==> src/rtl/prefix_adder_pkg.sv <==
// Shared types and helpers for the pipelined Kogge-Stone adder.
// Ports: none (package). Defines the KPG carry symbol and its combine rule.
// It also defines the function that assigns each prefix level to a pipeline stage.
package prefix_adder_pkg;

   // Carry-status symbol for one bit or one span of bits.
   typedef enum logic [1:0] {
      KPG_K = 2'b00,   // kill: carry out is 0 whatever comes in
      KPG_G = 2'b01,   // generate: carry out is 1 whatever comes in
      KPG_P = 2'b10    // propagate: carry out equals carry in
   } kpg_t;

   // Combine a higher-order span (upper) with the span directly below it (lower).
   // A propagating upper span defers to whatever the lower span resolves to.
   function automatic kpg_t kpg_combine(input kpg_t upper, input kpg_t lower);
      return (upper == KPG_P) ? lower : upper;
   endfunction

   // Per-bit symbol from the two operand bits.
   function automatic kpg_t kpg_form(input logic x, input logic y);
      kpg_t sym;
      if (x & y)
         sym = KPG_G;
      else if (x ^ y)
         sym = KPG_P;
      else
         sym = KPG_K;
      return sym;
   endfunction

   // Pipeline stage that evaluates prefix level `level` (0..levels-1).
   // Level `levels` stands for the sum/flag logic in front of the output registers.
   // That pseudo-level always maps to stage `stages`-1.
   // Because stages <= levels+1, consecutive levels differ by at most one stage.
   // So every register boundary falls between two levels, and none is ever skipped.
   function automatic int level_stage(input int level, input int levels, input int stages);
      return (level * stages) / (levels + 1);
   endfunction

endpackage

==> src/rtl/prefix_adder_kpg_cell.sv <==
// One Kogge-Stone prefix node: merges a span with the span just below it.
// Ports: upper (higher-order span symbol), lower (lower-order span symbol), result.
// Purely combinational; zero latency, no flow control.
module kpg_cell
   import prefix_adder_pkg::*;
(
   input  kpg_t upper,
   input  kpg_t lower,
   output kpg_t result
);

   assign result = kpg_combine(upper, lower);

endmodule

==> src/rtl/prefix_adder_pipe.sv <==
// Pipelined add/subtract unit built on a Kogge-Stone parallel-prefix carry tree.
// Ports: clk, rst_n; in_valid/in_ready with a, b, cin, sub; out_valid/out_ready with sum, cout, ovf, zero.
// Latency is STAGES cycles. The whole pipe stalls when the output is held (in_ready = out_ready | ~out_valid).
module prefix_adder_pipe
   import prefix_adder_pkg::*;
#(
   parameter int WIDTH  = 32,
   parameter int STAGES = 2
) (
   input  logic             clk,
   input  logic             rst_n,
   input  logic             in_valid,
   output logic             in_ready,
   input  logic [WIDTH-1:0] a,
   input  logic [WIDTH-1:0] b,
   input  logic             cin,
   input  logic             sub,
   output logic             out_valid,
   input  logic             out_ready,
   output logic [WIDTH-1:0] sum,
   output logic             cout,
   output logic             ovf,
   output logic             zero
);

   localparam int LEVELS = $clog2(WIDTH);

   // One global advance: a held result freezes every stage behind it.
   logic adv;
   assign adv      = out_ready | ~out_valid;
   assign in_ready = adv;

   // Subtraction is a + ~b + 1; the +1 arrives through the carry-in position.
   logic [WIDTH-1:0] b_eff;
   assign b_eff = b ^ {WIDTH{sub}};

   // Node 0 is the carry-in (position -1), and node i+1 is operand bit i.
   // sym_in[k] is what enters prefix level k, and sym_in[LEVELS] feeds the sum logic.
   // hs_in and vld_in carry the half-sum bits and the beat valid along the same path.
   kpg_t             sym_in  [0:LEVELS][0:WIDTH];
   kpg_t             sym_out [0:LEVELS-1][0:WIDTH];
   logic [WIDTH-1:0] hs_in   [0:LEVELS];
   logic             vld_in  [0:LEVELS];

   assign sym_in[0][0] = (sub | cin) ? KPG_G : KPG_K;
   for (genvar j = 0; j < WIDTH; j++) begin : g_form
      assign sym_in[0][j+1] = kpg_form(a[j], b_eff[j]);
   end
   assign hs_in[0]  = a ^ b_eff;
   assign vld_in[0] = in_valid;

   for (genvar k = 0; k < LEVELS; k++) begin : g_level
      localparam int DIST = 1 << k;

      // Each node j looks DIST positions down.
      // Nodes that have nothing below them at this distance are already complete.
      for (genvar j = 0; j <= WIDTH; j++) begin : g_node
         if (j >= DIST) begin : g_cell
            kpg_cell u_cell (
               .upper  (sym_in[k][j]),
               .lower  (sym_in[k][j-DIST]),
               .result (sym_out[k][j])
            );
         end else begin : g_pass
            assign sym_out[k][j] = sym_in[k][j];
         end
      end

      // A register boundary sits after this level when the next level belongs to a later stage.
      if (level_stage(k + 1, LEVELS, STAGES) != level_stage(k, LEVELS, STAGES)) begin : g_reg
         kpg_t             sym_q [0:WIDTH];
         logic [WIDTH-1:0] hs_q;
         logic             vld_q;

         always_ff @(posedge clk or negedge rst_n) begin
            if (!rst_n) begin
               vld_q <= 1'b0;
               hs_q  <= '0;
               for (int n = 0; n <= WIDTH; n++) begin
                  sym_q[n] <= KPG_K;
               end
            end else if (adv) begin
               vld_q <= vld_in[k];
               hs_q  <= hs_in[k];
               for (int n = 0; n <= WIDTH; n++) begin
                  sym_q[n] <= sym_out[k][n];
               end
            end
         end

         assign vld_in[k+1] = vld_q;
         assign hs_in[k+1]  = hs_q;
         for (genvar j = 0; j <= WIDTH; j++) begin : g_conn
            assign sym_in[k+1][j] = sym_q[j];
         end
      end else begin : g_wire
         assign vld_in[k+1] = vld_in[k];
         assign hs_in[k+1]  = hs_in[k];
         for (genvar j = 0; j <= WIDTH; j++) begin : g_conn
            assign sym_in[k+1][j] = sym_out[k][j];
         end
      end
   end

   // Resolved carries: c[i] is the carry into bit i.
   // Nodes 0..WIDTH-1 reach all the way down to the carry-in, so none of them is left as P.
   // Node WIDTH only spans bits 0..WIDTH-1, so one last merge with the carry-in completes cout.
   logic [WIDTH:0]   carry;
   logic [WIDTH-1:0] sum_d;
   kpg_t             top_sym;

   for (genvar j = 0; j < WIDTH; j++) begin : g_carry
      assign carry[j] = (sym_in[LEVELS][j] == KPG_G);
   end
   assign top_sym      = kpg_combine(sym_in[LEVELS][WIDTH], sym_in[LEVELS][0]);
   assign carry[WIDTH] = (top_sym == KPG_G);
   assign sum_d        = hs_in[LEVELS] ^ carry[WIDTH-1:0];

   always_ff @(posedge clk or negedge rst_n) begin
      if (!rst_n) begin
         out_valid <= 1'b0;
         sum       <= '0;
         cout      <= 1'b0;
         ovf       <= 1'b0;
         zero      <= 1'b0;
      end else if (adv) begin
         out_valid <= vld_in[LEVELS];
         sum       <= sum_d;
         cout      <= carry[WIDTH];
         ovf       <= carry[WIDTH] ^ carry[WIDTH-1];
         zero      <= (sum_d == '0);
      end
   end

endmodule

==> config.mk <==
export PLATFORM = sky130hd
export DESIGN_NAME = prefix_adder_pipe
export DESIGN_NICKNAME = d
export VERILOG_FILES = /design/src/rtl/prefix_adder_pkg.sv /design/src/rtl/prefix_adder_kpg_cell.sv /design/src/rtl/prefix_adder_pipe.sv
export SDC_FILE = /design/constraint.sdc
export NUM_CORES = 1
export LEC_CHECK = 0
export ABC_AREA = 1
export CAP_MARGIN = 30
export CORE_MARGIN = 3
export CORE_UTILIZATION = 25
export DETAILED_ROUTE_END_ITERATION = 12
export PLACE_DENSITY = 0.52
export SYNTH_ARGS = -nofsm -noshare
export SYNTH_HDL_FRONTEND = slang
export SYNTH_SLANG_ARGS = --single-unit
==> constraint.sdc <==
create_clock -name clk -period 1.2 [get_ports clk]
set_input_delay 0.12 -clock clk [delete_from_list [all_inputs] [get_ports clk]]
set_output_delay 0.12 -clock clk [all_outputs]
set_load 0.01 [all_outputs]
# Word level (Yosys, flattened, before mapping)
# Cells that the tools add are included.
# word_totals
regBits,135
inputBits,70
wordCells,480
# op_classes
n_mux,200
n_bitwise,71
n_eq_ne,168
n_reduce_logical,1
# ops
operator,n
$mux W2,199
$eq A2 B2 Y1 const B,135
$xor A32 B32 Y32,3
$eq A2 B1 Y1 const B,33
$xor A1 B1 Y1,33
$and A1 B1 Y1,32
$logic_not A32 Y1,1
$or A1 B1 Y1,2
$mux W1,1
$not A1 Y1,1

# Longest topological paths before layout
# depth
ltp_word,10
depth_mapped,13

# Modules after synthesis
# A second synthesis with hierarchy kept.
# unflattened
hier_cells,1616
area_unflattened_um2,9587.9
# by_module_without_submodules
mod,seq_area_each_um2,cells_each,area_per_inst_um2,n_inst
prefix_adder_pipe,3353.2,812,6570.1,1
kpg_cell,0.0,6,22.5,134

# Worst setup path after synthesis
# OpenSTA, ideal clock, no wires.
# synth_path
kind,input -> register
from,in sub
to,reg g_level[2].g_reg.sym_q[55] (netlist name)
t_required_ns,1.073
arrival_ns,1.726
path_slack_ns,-0.652
stages,9
cell_sequence,buf_2 buf_2 xor2_1 ha_1 mux2_2 a21oi_1 inv_1 o211ai_1 o21ai_1
# synth_via
elab_chain_len,10
word_cells_on_any_way,31
cone_classes,eq/ne: 5; mux: 15; bitwise: 11
# synth_lines
element,line_no,rtl
from (decl),prefix_adder_pipe.sv:17,"input logic sub,"
$xor A32 B32 Y32 (*),prefix_adder_pipe.sv:35,assign b_eff = b ^ {WIDTH{sub}};
$xor A1 B1 Y1,prefix_adder_pkg.sv:24,else if (x ^ y)
$mux W2,prefix_adder_pkg.sv:24,
$mux W2,prefix_adder_pkg.sv:22,if (x & y)
$eq A2 B2 Y1,prefix_adder_pkg.sv:16,return (upper == KPG_P) ? lower : upper;
$mux W2,prefix_adder_pkg.sv:16,
$eq A2 B2 Y1,prefix_adder_pkg.sv:16,
$mux W2,prefix_adder_pkg.sv:16,
$eq A2 B2 Y1,prefix_adder_pkg.sv:16,
$mux W2 (*),prefix_adder_pkg.sv:16,
"to (signal, indexed assignment)",prefix_adder_pipe.sv:86,sym_q[n] <= sym_out[k][n];
to (decl),prefix_adder_pipe.sv:71,kpg_t sym_q [0:WIDTH];
# Mark *: on every way between the ends. The rest lies on a longest branch, timed or not.
# A chain may end at the register's enable or synchronous reset.

# Worst setup path after layout
# layout_path
from,reg g_level[2].g_reg.sym_q[53] (netlist name)
to,reg zero
# layout_via
elab_chain_len,5
word_cells_on_any_way,9
cone_classes,eq/ne: 4; mux: 3; bitwise: 1; reduce/logical: 1
# layout_lines
element,line_no,rtl
$mux W2 (2 in a row),prefix_adder_pkg.sv:16,
$eq A2 B1 Y1,prefix_adder_pipe.sv:113,assign carry[j] = (sym_in[LEVELS][j] == KPG_G);
$xor A32 B32 Y32 (*),prefix_adder_pipe.sv:117,assign sum_d = hs_in[LEVELS] ^ carry[WIDTH-1:0];
$logic_not A32 Y1 (*),prefix_adder_pipe.sv:131,zero <= (sum_d == '0);
to (signal assigned),prefix_adder_pipe.sv:131,
to (decl),prefix_adder_pipe.sv:23,output logic zero
# Marks and branches as above.

==> flow_metrics.tcl <==
set metrics [dict create \
    die_x_um 187 \
    clkTransAtPathRegs_ns 0.06 \
    n_fill_cell 2813 \
    core-area_mm2 0.0320 \
    critPathLaunch "g_level[2].g_reg.sym_q[53]" \
    setup_slack_ns -0.413 \
    final_nets 1656 \
    pin_count 107 \
    register_area_mm2 0.00336 \
    cts-root-buf "clkbuf_16" \
    insertedDiodeCount 0 \
    io_buffers 106 \
    async_flop_share 1.00 \
    vias 9450 \
    p_sw_frac 0.390 \
    start_kind "register" \
    yosys_warnings 0 \
    endpoint "zero" \
    crit_fanout 3 \
    yosysTopAreaCellShare 0.409 \
    avgViaCountPerCell 4.72 \
    internal-power_mw 15.1 \
    r2r-end "zero" \
    setup_viol 133 \
    place_ws_ns -0.834 \
    worstHoldPathType "in2async" \
    ir_drop_uv 1190 \
    yosys_most_used_dff "dfrtp_1" \
    synth_cell_type_count 38 \
    grt-ovfl-total 0 \
    routed_wl_mm 35.2 \
    fin_crit_sh 1.34 \
    maxSlewViolCount 0 \
    grt_pass1_vias 8994 \
    multiInputGateArea_mm2 0.00628 \
    place_hpwl_mm 21.3 \
    synth_seq_cells 134 \
    failed_checks "setup timing" \
    endpoint_kind "register" \
    place_congestion 0.886 \
    status "finished, violations left" \
    cts.sinks 134 \
    htreeDepth 4 \
    die_area_mm2 0.0350 \
    drt_iter0_markers 511 \
    pwr-share-comb 0.512 \
    arrival_ns 1.98 \
    power_density_mw_per_mm2 1560 \
    antenna_found_initial 0 \
    ys_seq_area_frac 0.409 \
    synth_area_leaders "dfrtp_1 (41%), nand2_1 (16%), o21ai_0 (9.2%)" \
    grt_max_degree 42 \
    post-route-min-period_ns 1.61 \
    die_height_um 187 \
    synth_edf_count 0 \
    grt_setup_unrepaired "true" \
    track_usage 0.181 \
    hold_viol 0 \
    layout-drive-gt1-share 0.542 \
    r2r_slack_ns -0.41 \
    cts_tree "done" \
    utilization 0.498 \
    std_cell_rows 65 \
    maxCapViolCount 0 \
    timing.rr.start "g_level[2].g_reg.sym_q[53]" \
    worst_pin_slew_ns 0.440 \
    ant_nets 0 \
    switching_power_mw 9.68 \
    grt_first_pass_wirelength_mm 49.6 \
    numCtsBuffers 17 \
    initial_core_util 0.256 \
    path_class "reg2reg" \
    pwr-share-seq 0.266 \
    clock_power_share 0.222 \
    syn_avg_cell_area_um2 7.22 \
    synthesis.area_mm2 0.00820 \
    slew_headroom 0.707 \
    p_leak_nw 7.63 \
    syn_inst 1135 \
    drc 0 \
    first_pass_iters 5 \
    crit_required_ns 1.57 \
    area_growth_pct 94.1 \
    clk_path_buf_depth 2 \
    worstSkewPairLatency_ns 0.43 \
    r2r_cells 12 \
    wl_per_cell_um 17.6 \
    fmax_mhz 620 \
    finalClockSkew_ns 0.00857 \
    synthDominantAreaCellType "dfrtp_1" \
    synth_fp_nets 1237 \
]
-- layout make-up --
cell class                 count  area share
inverter                     142      0.0347
clock inverter                12     0.00967
tap                          435      0.0342
timing repair buffer         431       0.287
timing repair inverter         1     0.00102
clock buffer                  20      0.0274
multi-input combinational    827       0.395
sequential                   134       0.211
-- worst min path at each step --
| stage | start | to | slack [ns] | cells past startpoint |
|---|---|---|---|---|
| after floorplan | rst_n | cout | -0.18 | 0 |
| after global placement | rst_n | sum[6] | -0.01 | 1 |
| after detailed placement | rst_n | sum[6] | -0.01 | 1 |
| after CTS | rst_n | sum[6] | 0.09 | 2 |
| after global routing | rst_n | sum[6] | 0.13 | 2 |
| final | rst_n | sum[6] | 0.11 | 2 |
-- synthesized netlist by cell type, types with 6 or more instances --
library cell / n
a21oi_1: 48
a31oi_1: 19
buf_2: 19
clkbuf_1: 12
dfrtp_1: 134
ha_1: 32
inv_1: 131
inv_2: 10
nand2_1: 351
nand2_2: 10
nand3_1: 44
nor2_1: 75
nor2_2: 7
o211ai_1: 11
o21ai_0: 150
o21ai_1: 6
o21bai_1: 8
xor2_1: 32
-- layout by cell type, fill, tap and decap left out, types with 12 or more instances in the layout --
cell | synthesis | layout
nor2_4 | 0 | 20
nor2_1 | 75 | 34
nand2_1 | 351 | 183
ha_4 | 0 | 14
o21ai_1 | 6 | 60
clkdlybuf4s50_1 | 0 | 38
buf_16 | 0 | 24
buf_6 | 1 | 55
ha_1 | 32 | 12
dlygate4sd2_1 | 0 | 25
xor2_1 | 32 | 23
nand2_2 | 10 | 110
inv_1 | 131 | 105
inv_2 | 10 | 33
buf_2 | 19 | 13
clkbuf_16 | 0 | 30
clkbuf_2 | 0 | 12
buf_12 | 0 | 19
a21oi_1 | 48 | 24
buf_4 | 0 | 209
a21oi_2 | 0 | 16
a31oi_1 | 19 | 12
o21ai_2 | 1 | 78
dfrtp_1 | 134 | 125
nand3_2 | 1 | 14
nand2_4 | 2 | 69
nand3_1 | 44 | 30
nor2_2 | 7 | 28
-- per-layer routing --
layer  track usage  up-vias  wire length [µm]  share of wire
met4        0.0480        0              1070          0.030
met5             0        -                 0              0
met1         0.233     4569             14800           0.42
met2         0.316      255             17900           0.51
met3        0.0264       67              1440          0.041
li1              -     4559                 -              -
-- power groups by stage --
| stage | clock network (mW) | registers (mW) | logic, mW |
|---|---|---|---|
| finish | 5.51 | 6.58 | 12.7 |
| global route | 5.75 | 6.72 | 13.6 |
| CTS | 5.56 | 6.43 | 10.5 |
| detailed placement | 0 | 6.45 | 8.37 |
| global placement | 0 | 6.41 | 8.31 |
| floorplan | 0 | 6.46 | 3.72 |
-- metrics by stage --
stage | setup TNS (ns) | power [mW] | hold WS, ns | instance area (µm²) | std cells
after CTS | -22.43 | 22.5 | 0.0931 | 14300 | 1961
after floorplan | -22.36 | 10.2 | -0.176 | 8330 | 1135
after global placement | -69.14 | 14.7 | -0.0140 | 11500 | 1851
final | -36.50 | 24.8 | 0.108 | 15900 | 2002
after global routing | -40.47 | 26.0 | 0.128 | 15900 | 2002
after detailed placement | -70.40 | 14.8 | -0.0134 | 11500 | 1851
-- critical path: stages (launching register included) --
cell,delay [ns]
dfrtp_1,0.42
inv_2,0.09
nand2_2,0.07
buf_6,0.13
nor2_4,0.12
nand2_4,0.08
nand3_2,0.08
nand2_1,0.07
nor2_2,0.09
nand2_1,0.07
nor2_2,0.13
nand4_1,0.10
nand2_1,0.08
-- sequential cells by signal (all words and copies together) (netlist names) --
name                 cells
g_level.g_reg.sym_q     65
ovf                      1
sum                     32
g_level.g_reg.hs_q      32
g_level.g_reg.vld_q      1
cout                     1
zero                     1
out_valid                1
-- kinds of logic after synthesis --
family,synth area share
flops,0.409
simple gates,0.243
fa+ha+maj,0.0488
xor+xnor,0.0353
compound gates,0.179
mux,0.00137
buf+inv,0.0836
-- repair_timing --
| item | CTS | global route |
|---|---|---|
| hold buffers | 1 | 0 |
| pin swaps | 112 | 98 |
| hold endpoints to repair | 134 | 0 |
| endpoints found under the setup margin | 168 | 154 |
| gates resized for setup | 548 | 382 |
| cloned | 23 | 14 |
| setup buffers | 55 | 38 |
No activity file was read; power rests on OpenSTA's default activity.
==> RTL change 1: new RTL, same settings <==
The parameter `WIDTH` goes from 32 to 16.
--- a/src/rtl/prefix_adder_pipe.sv
+++ b/src/rtl/prefix_adder_pipe.sv
@@ -5,5 +5,5 @@
    import prefix_adder_pkg::*;
 #(
-   parameter int WIDTH  = 32,
+   parameter int WIDTH  = 16,
    parameter int STAGES = 2
 ) (
Ports: changed (resized a, b and sum); port bits go from 107 to 59. No check against the original RTL was run, so the function may have changed too.
==> RTL change 1 against the original RTL <==
  * The flow still finishes with violations (negative setup slack)
  * Worst setup slack gained 0.21 ns
  * Utilization shrank 4.5 points
  * Clock power down 46%
  * Sequential cell count fell by 64
  * Total power fell by 52%
  * Sequential share of layout area grew 1.2 points
  * Die area down 45%
  * Cell area decreased by 51%
  * Synthesized cell count decreased by 49%
  * Non-clock buffer count decreased by 265
  * Routed wire length is 60% lower
  * Synthesized area fell by 46%
  * Global-route usage shrank 4.1 points
  * Largest cell class unchanged
==> RTL change 1: results (changes against the original RTL) <==
| Metric | Value |
|---|---|
| Outcome | `finished with violations` |
| Failing checks | `negative setup slack` |
| Most instantiated cells after synthesis | `nand2_1, dfrtp_1, inv_1, o21ai_0, nor2_1` |
| Antenna violations before repair | `0 (unchanged)` |
| Ratio of cells with drive above 1 in the final layout | `42.5% (-12 points)` |
| Total CTS buffers | `9 (-8)` |
| Crit-path leading delay family | `compound AO/OA/AOI/OAI gates` |
| Crit Reg-Reg Startpoint | `g_level[2].g_reg.sym_q[25]$_DFFE_PN0P_` |
| Worst Skew | `0.00709 ns (-0.00148 ns)` |
| Largest net degree at the start of global routing | `71 (+69%)` |
| Yosys cell types | `32 (-16%)` |
| Data arrival, critical path | `1.63 ns (-0.35 ns)` |
| Rel. slew slack | `71.6% (+0.91 points)` |
| DR pass1 iterations | `4 (-1)` |
| Max reg flops | `33 (-49%)` |
| Fill cells | `1645 (-42%)` |
| Initial DRC count | `281 (-45%)` |
| Critical Path Start | `sub` |
| Post-synthesis sequential area ratio | `39.5% (-1.4 points)` |
| Post-Syn Nets | `653 (-47%)` |
| Switching part of the total | `36.9% (-2.2 points)` |
| H-tree levels | `3 (-1)` |
| Crit Path Max Fanout | `7 (+4)` |
| Metal1 wirelength | `6790 µm (-54%)` |
| Vias in the first global route | `4248 (-53%)` |
| VDD IR-drop max | `0.710 mV (-40%)` |
| Overall Global Routing Usage | `13.9% (-4.1 points)` |
| DR vias/cell | `4.40 (-6.7%)` |
| Post-Place Worst Slack | `-1.05 ns (-0.220 ns)` |
| Met2 wire length | `6740 µm (-62%)` |
| CP endpoint | `g_level[2].g_reg.sym_q[14]$_DFFE_PN0P_` |
| IO Port Bufs | `58 (-45%)` |
| Final setup margin | `-0.203 ns (+0.210 ns)` |
| Max incr delay on CP | `0.24 ns (-0.18 ns)` |
| Regs by FF count | `g_level.g_reg.sym_q: 33 flops, g_level.g_reg.hs_q: 16 flops, sum: 16 flops` |
| Path depth of the worst reg2reg path | `8 (-4)` |
| Skew-Pair Late Insertion Delay | `0.33 ns (-0.10 ns)` |
| Setup Viol. Count Final | `30 (-77%)` |
| Final Util | `45.3% (-4.5 points)` |
| Drt wl/cell | `14.4 µm (-18%)` |
| Post-DP HPWL | `9570 µm (-55%)` |
| R2R Setup Slk | `-0.09 ns (+0.32 ns)` |
| Gpl congestion | `0.790 (-11%)` |
| First-pass GRT wire length | `21800 µm (-56%)` |
| Placed Area | `5900 µm² (-48%)` |
[RTL change 1: worst min path at each step]
| stage | endpoint | cells after the start | slack, ns |
|---|---|---|---|
| after floorplan | cout$_DFFE_PN0P_ | 0 | -0.18 |
| after global placement | out_valid$_DFFE_PN0P_ | 2 | 0.18 |
| after detailed placement | out_valid$_DFFE_PN0P_ | 2 | 0.18 |
| after CTS | g_level[2].g_reg.vld_q$_DFFE_PN0P_ | 3 | 0.35 |
| after global routing | g_level[2].g_reg.vld_q$_DFFE_PN0P_ | 3 | 0.40 |
| final | out_valid$_DFFE_PN0P_ | 3 | 0.31 |
[RTL change 1: layout make-up]
type | instances | area share [%]
clock inverters | 5 | 1.04
well taps | 225 | 3.59
clock buffers | 11 | 3.22
inverters | 71 | 3.59
repair inverters | 1 | 0.144
flip-flops and latches | 70 | 22.4
repair buffers | 166 | 22.0
multi-input cells | 425 | 44.0
[RTL change 1: worst register-to-register path: cells and delay by family, from the launching register on]
kind                   cells  cell delay (ns)
AO/OA/AOI/OAI              1             0.15
flip-flops                 1             0.40
buffers and inverters      1             0.15
AND/OR/NAND/NOR            6             0.52
[RTL change 1: timing repair]
item | CTS | global route
hold endpoints to repair | 70 | 0
gates cloned | 1 | 7
hold buffers | 1 | 0
pin swaps | 86 | 35
setup endpoints to repair | 78 | 52
gates resized for setup | 245 | 122
setup buffers | 20 | 9
[RTL change 1: power groups by stage]
stage / sequential (mW) / combinational (mW) / clock (mW)
global route: 3.55 / 5.93 / 3.14
global placement: 3.42 / 4.05 / 0
detailed placement: 3.44 / 4.07 / 0
floorplan: 3.45 / 2.07 / 0
CTS: 3.40 / 4.80 / 3.02
finish: 3.46 / 5.40 / 2.96
[RTL change 1: cell families (layout without fill, tap and decap cells)]
group                      Yosys count  after routing  share of synthesized area [%]
buffers and inverters               87            254                           8.02
DFF                                 70             70                           39.5
AOI/OAI and AO/OA                  138            138                           18.6
and+or+nand+nor                    238            238                           21.4
adders and majority gates           33             33                           9.32
xor gates and xnor gates            16             16                           3.16
[RTL change 1: metal layers]
layer	GRT usage, %	up-vias
met5	0	-
met4	4.33	0
met3	2.00	7
met2	22.6	64
met1	19.3	2029
li1	-	2189
[RTL change 1: stage by stage]
stage	setup TNS [ns]	hold WS [ns]	std cells
after floorplan	-7.60	-0.176	582
after global placement	-40.46	0.183	923
after detailed placement	-41.51	0.181	923
after CTS	-2.48	0.353	960
after global routing	-5.84	0.398	974
final	-3.54	0.313	974
==> RTL change 2: new RTL, config.mk and constraints unchanged <==
Without the edit above. Register the output `ovf` once more; this adds one clock of latency there. The other outputs are not delayed to match.
--- a/src/rtl/prefix_adder_pipe.sv
+++ b/src/rtl/prefix_adder_pipe.sv
@@ -25,4 +25,6 @@
 
    localparam int LEVELS = $clog2(WIDTH);
+
+   logic ovf_s0;
 
    // One global advance: a held result freezes every stage behind it.
@@ -122,5 +124,5 @@
          sum       <= '0;
          cout      <= 1'b0;
-         ovf       <= 1'b0;
+         ovf_s0    <= 1'b0;
          zero      <= 1'b0;
       end else if (adv) begin
@@ -128,9 +130,13 @@
          sum       <= sum_d;
          cout      <= carry[WIDTH];
-         ovf       <= carry[WIDTH] ^ carry[WIDTH-1];
+         ovf_s0    <= carry[WIDTH] ^ carry[WIDTH-1];
          zero      <= (sum_d == '0);
       end
    end
 
+   always_ff @(posedge clk) begin
+      ovf <= ovf_s0;
+   end
+
 endmodule
 
Check against the original RTL: not equivalent (Yosys sat finds a counterexample within 4 cycles, from zero or initial values and one cycle with rst_n low).
==> RTL change 2 against the original RTL <==
  * The run still ends with negative setup slack left
  * Synthesized area down 1.0%
  * Worst setup slack better by 0.043 ns
  * Utilization is 1.5 points higher
  * Clock skew increased by 0.0024 ns
  * Sequential power grew 3%
  * Critical path depth fell by 6
  * Cell area rose by 2.4%
  * Via count shrank 2.0%
  * Sequential cell count rose by 1
  * Count of clock-buffer cells in the layout is 3 higher
  * Total power is 0.47% lower
  * Routed wire length down 3.4%
  * Critical path type is now reg2out
  * Critical endpoint is now in_ready
  * Largest cell class unchanged
==> RTL change 2: results (changes against the original RTL) <==
| Metric | Value |
|---|---|
| Vias | `9265 (-2.0%)` |
| Avg Cell Area, Syn | `7.30 µm² (+1.0%)` |
| Fill cells | `2792 (-0.75%)` |
| Gpl congestion | `0.866 (-2.3%)` |
| Failing checks | `negative setup slack` |
| Post-synth ARST share | `99.3% (-0.74 points)` |
| Overall Global Routing Usage | `18.3% (+0.22 points)` |
| Hold_ws | `0.0673 ns (-0.0407 ns)` |
| XOR/XNOR Fraction of Synth Area | `4.53% (+1.0 points)` |
| Path depth of the worst reg2reg path | `11 (-1)` |
| Final setup margin | `-0.370 ns (+0.0428 ns)` |
| Fin nets | `1671 (+0.91%)` |
| Largest net degree at the start of global routing | `62 (+48%)` |
| Setup Viol. Count Final | `135 (+1.5%)` |
| Ratio of cells with drive above 1 in the final layout | `58.7% (+4.5 points)` |
| Post-synthesis sequential area ratio | `41.6% (+0.66 points)` |
| Rel. slew slack | `75.2% (+4.5 points)` |
| Area contributors post-synth | `dfrtp_1, nand2_1, o21ai_0` |
| Crit Path Max Fanout | `6 (+3)` |
| Vias in the first global route | `8841 (-1.7%)` |
| Outcome | `finished with violations` |
| First-pass GRT wire length | `48700 µm (-1.7%)` |
| DR pass1 iterations | `7 (+2)` |
| Post-Place Worst Slack | `-0.861 ns (-0.0271 ns)` |
| Post-DP HPWL | `21600 µm (+1.4%)` |
[RTL change 2: cell count changes after synthesis, moves of 4 or more]
cell	delta
nand3_1	-11
a21oi_1	-9
inv_2	-8
nand2_2	-6
o21ai_0	+6
xnor2_1	+6
a31oi_1	-4
inv_1	+4
nor2_2	-4
o21bai_1	-4
[RTL change 2: worst max-delay path: stages (launching register included)]
cell and delay, ns:
dfrtp_1 0.36, inv_2 0.05, nor2_4 0.15, buf_12 0.13, clkinv_8 0.06, buf_12 0.15, buf_6 0.12
[RTL change 2: routing by layer]
metal | vias to the layer above | GRT usage, % | wire length, µm
met5 | - | 0 | 0
met4 | 0 | 4.59 | 694
met3 | 38 | 2.37 | 1440
met2 | 219 | 30.0 | 16500
met1 | 4495 | 25.6 | 15300
li1 | 4513 | - | -
[RTL change 2: area by class of cell]
type                    count  area [µm²]  share of cell area (%)
repair buffers            471        4850                    29.8
multi-input cells         807        6440                    39.5
clock buffers              23         458                    2.81
clock inverters             9        80.1                   0.491
well taps                 435         544                    3.34
inverters                 137         537                    3.29
flip-flops and latches    135        3390                    20.8
[RTL change 2: how the worst max path moves through the flow]
stage / to / slack (ns) / cells past startpoint
finish: in_ready / -0.37 / 6
global route: zero$_DFFE_PN0P_ / -0.48 / 12
CTS: zero$_DFFE_PN0P_ / -0.41 / 11
detailed placement: g_level[2].g_reg.sym_q[50]$_DFFE_PN0P_ / -0.86 / 9
global placement: g_level[2].g_reg.sym_q[32]$_DFFE_PN0P_ / -0.84 / 8
floorplan: g_level[2].g_reg.sym_q[11]$_DFFE_PN0P_ / -0.52 / 10
[RTL change 2: what timing repair did]
item / CTS / global route
buffers inserted: 75 / 57
setup endpoints to repair: 166 / 162
pin swaps: 168 / 120
hold endpoints to repair: 134 / 0
cloned: 26 / 6
resized for setup: 587 / 442
hold buffers: 1 / 0
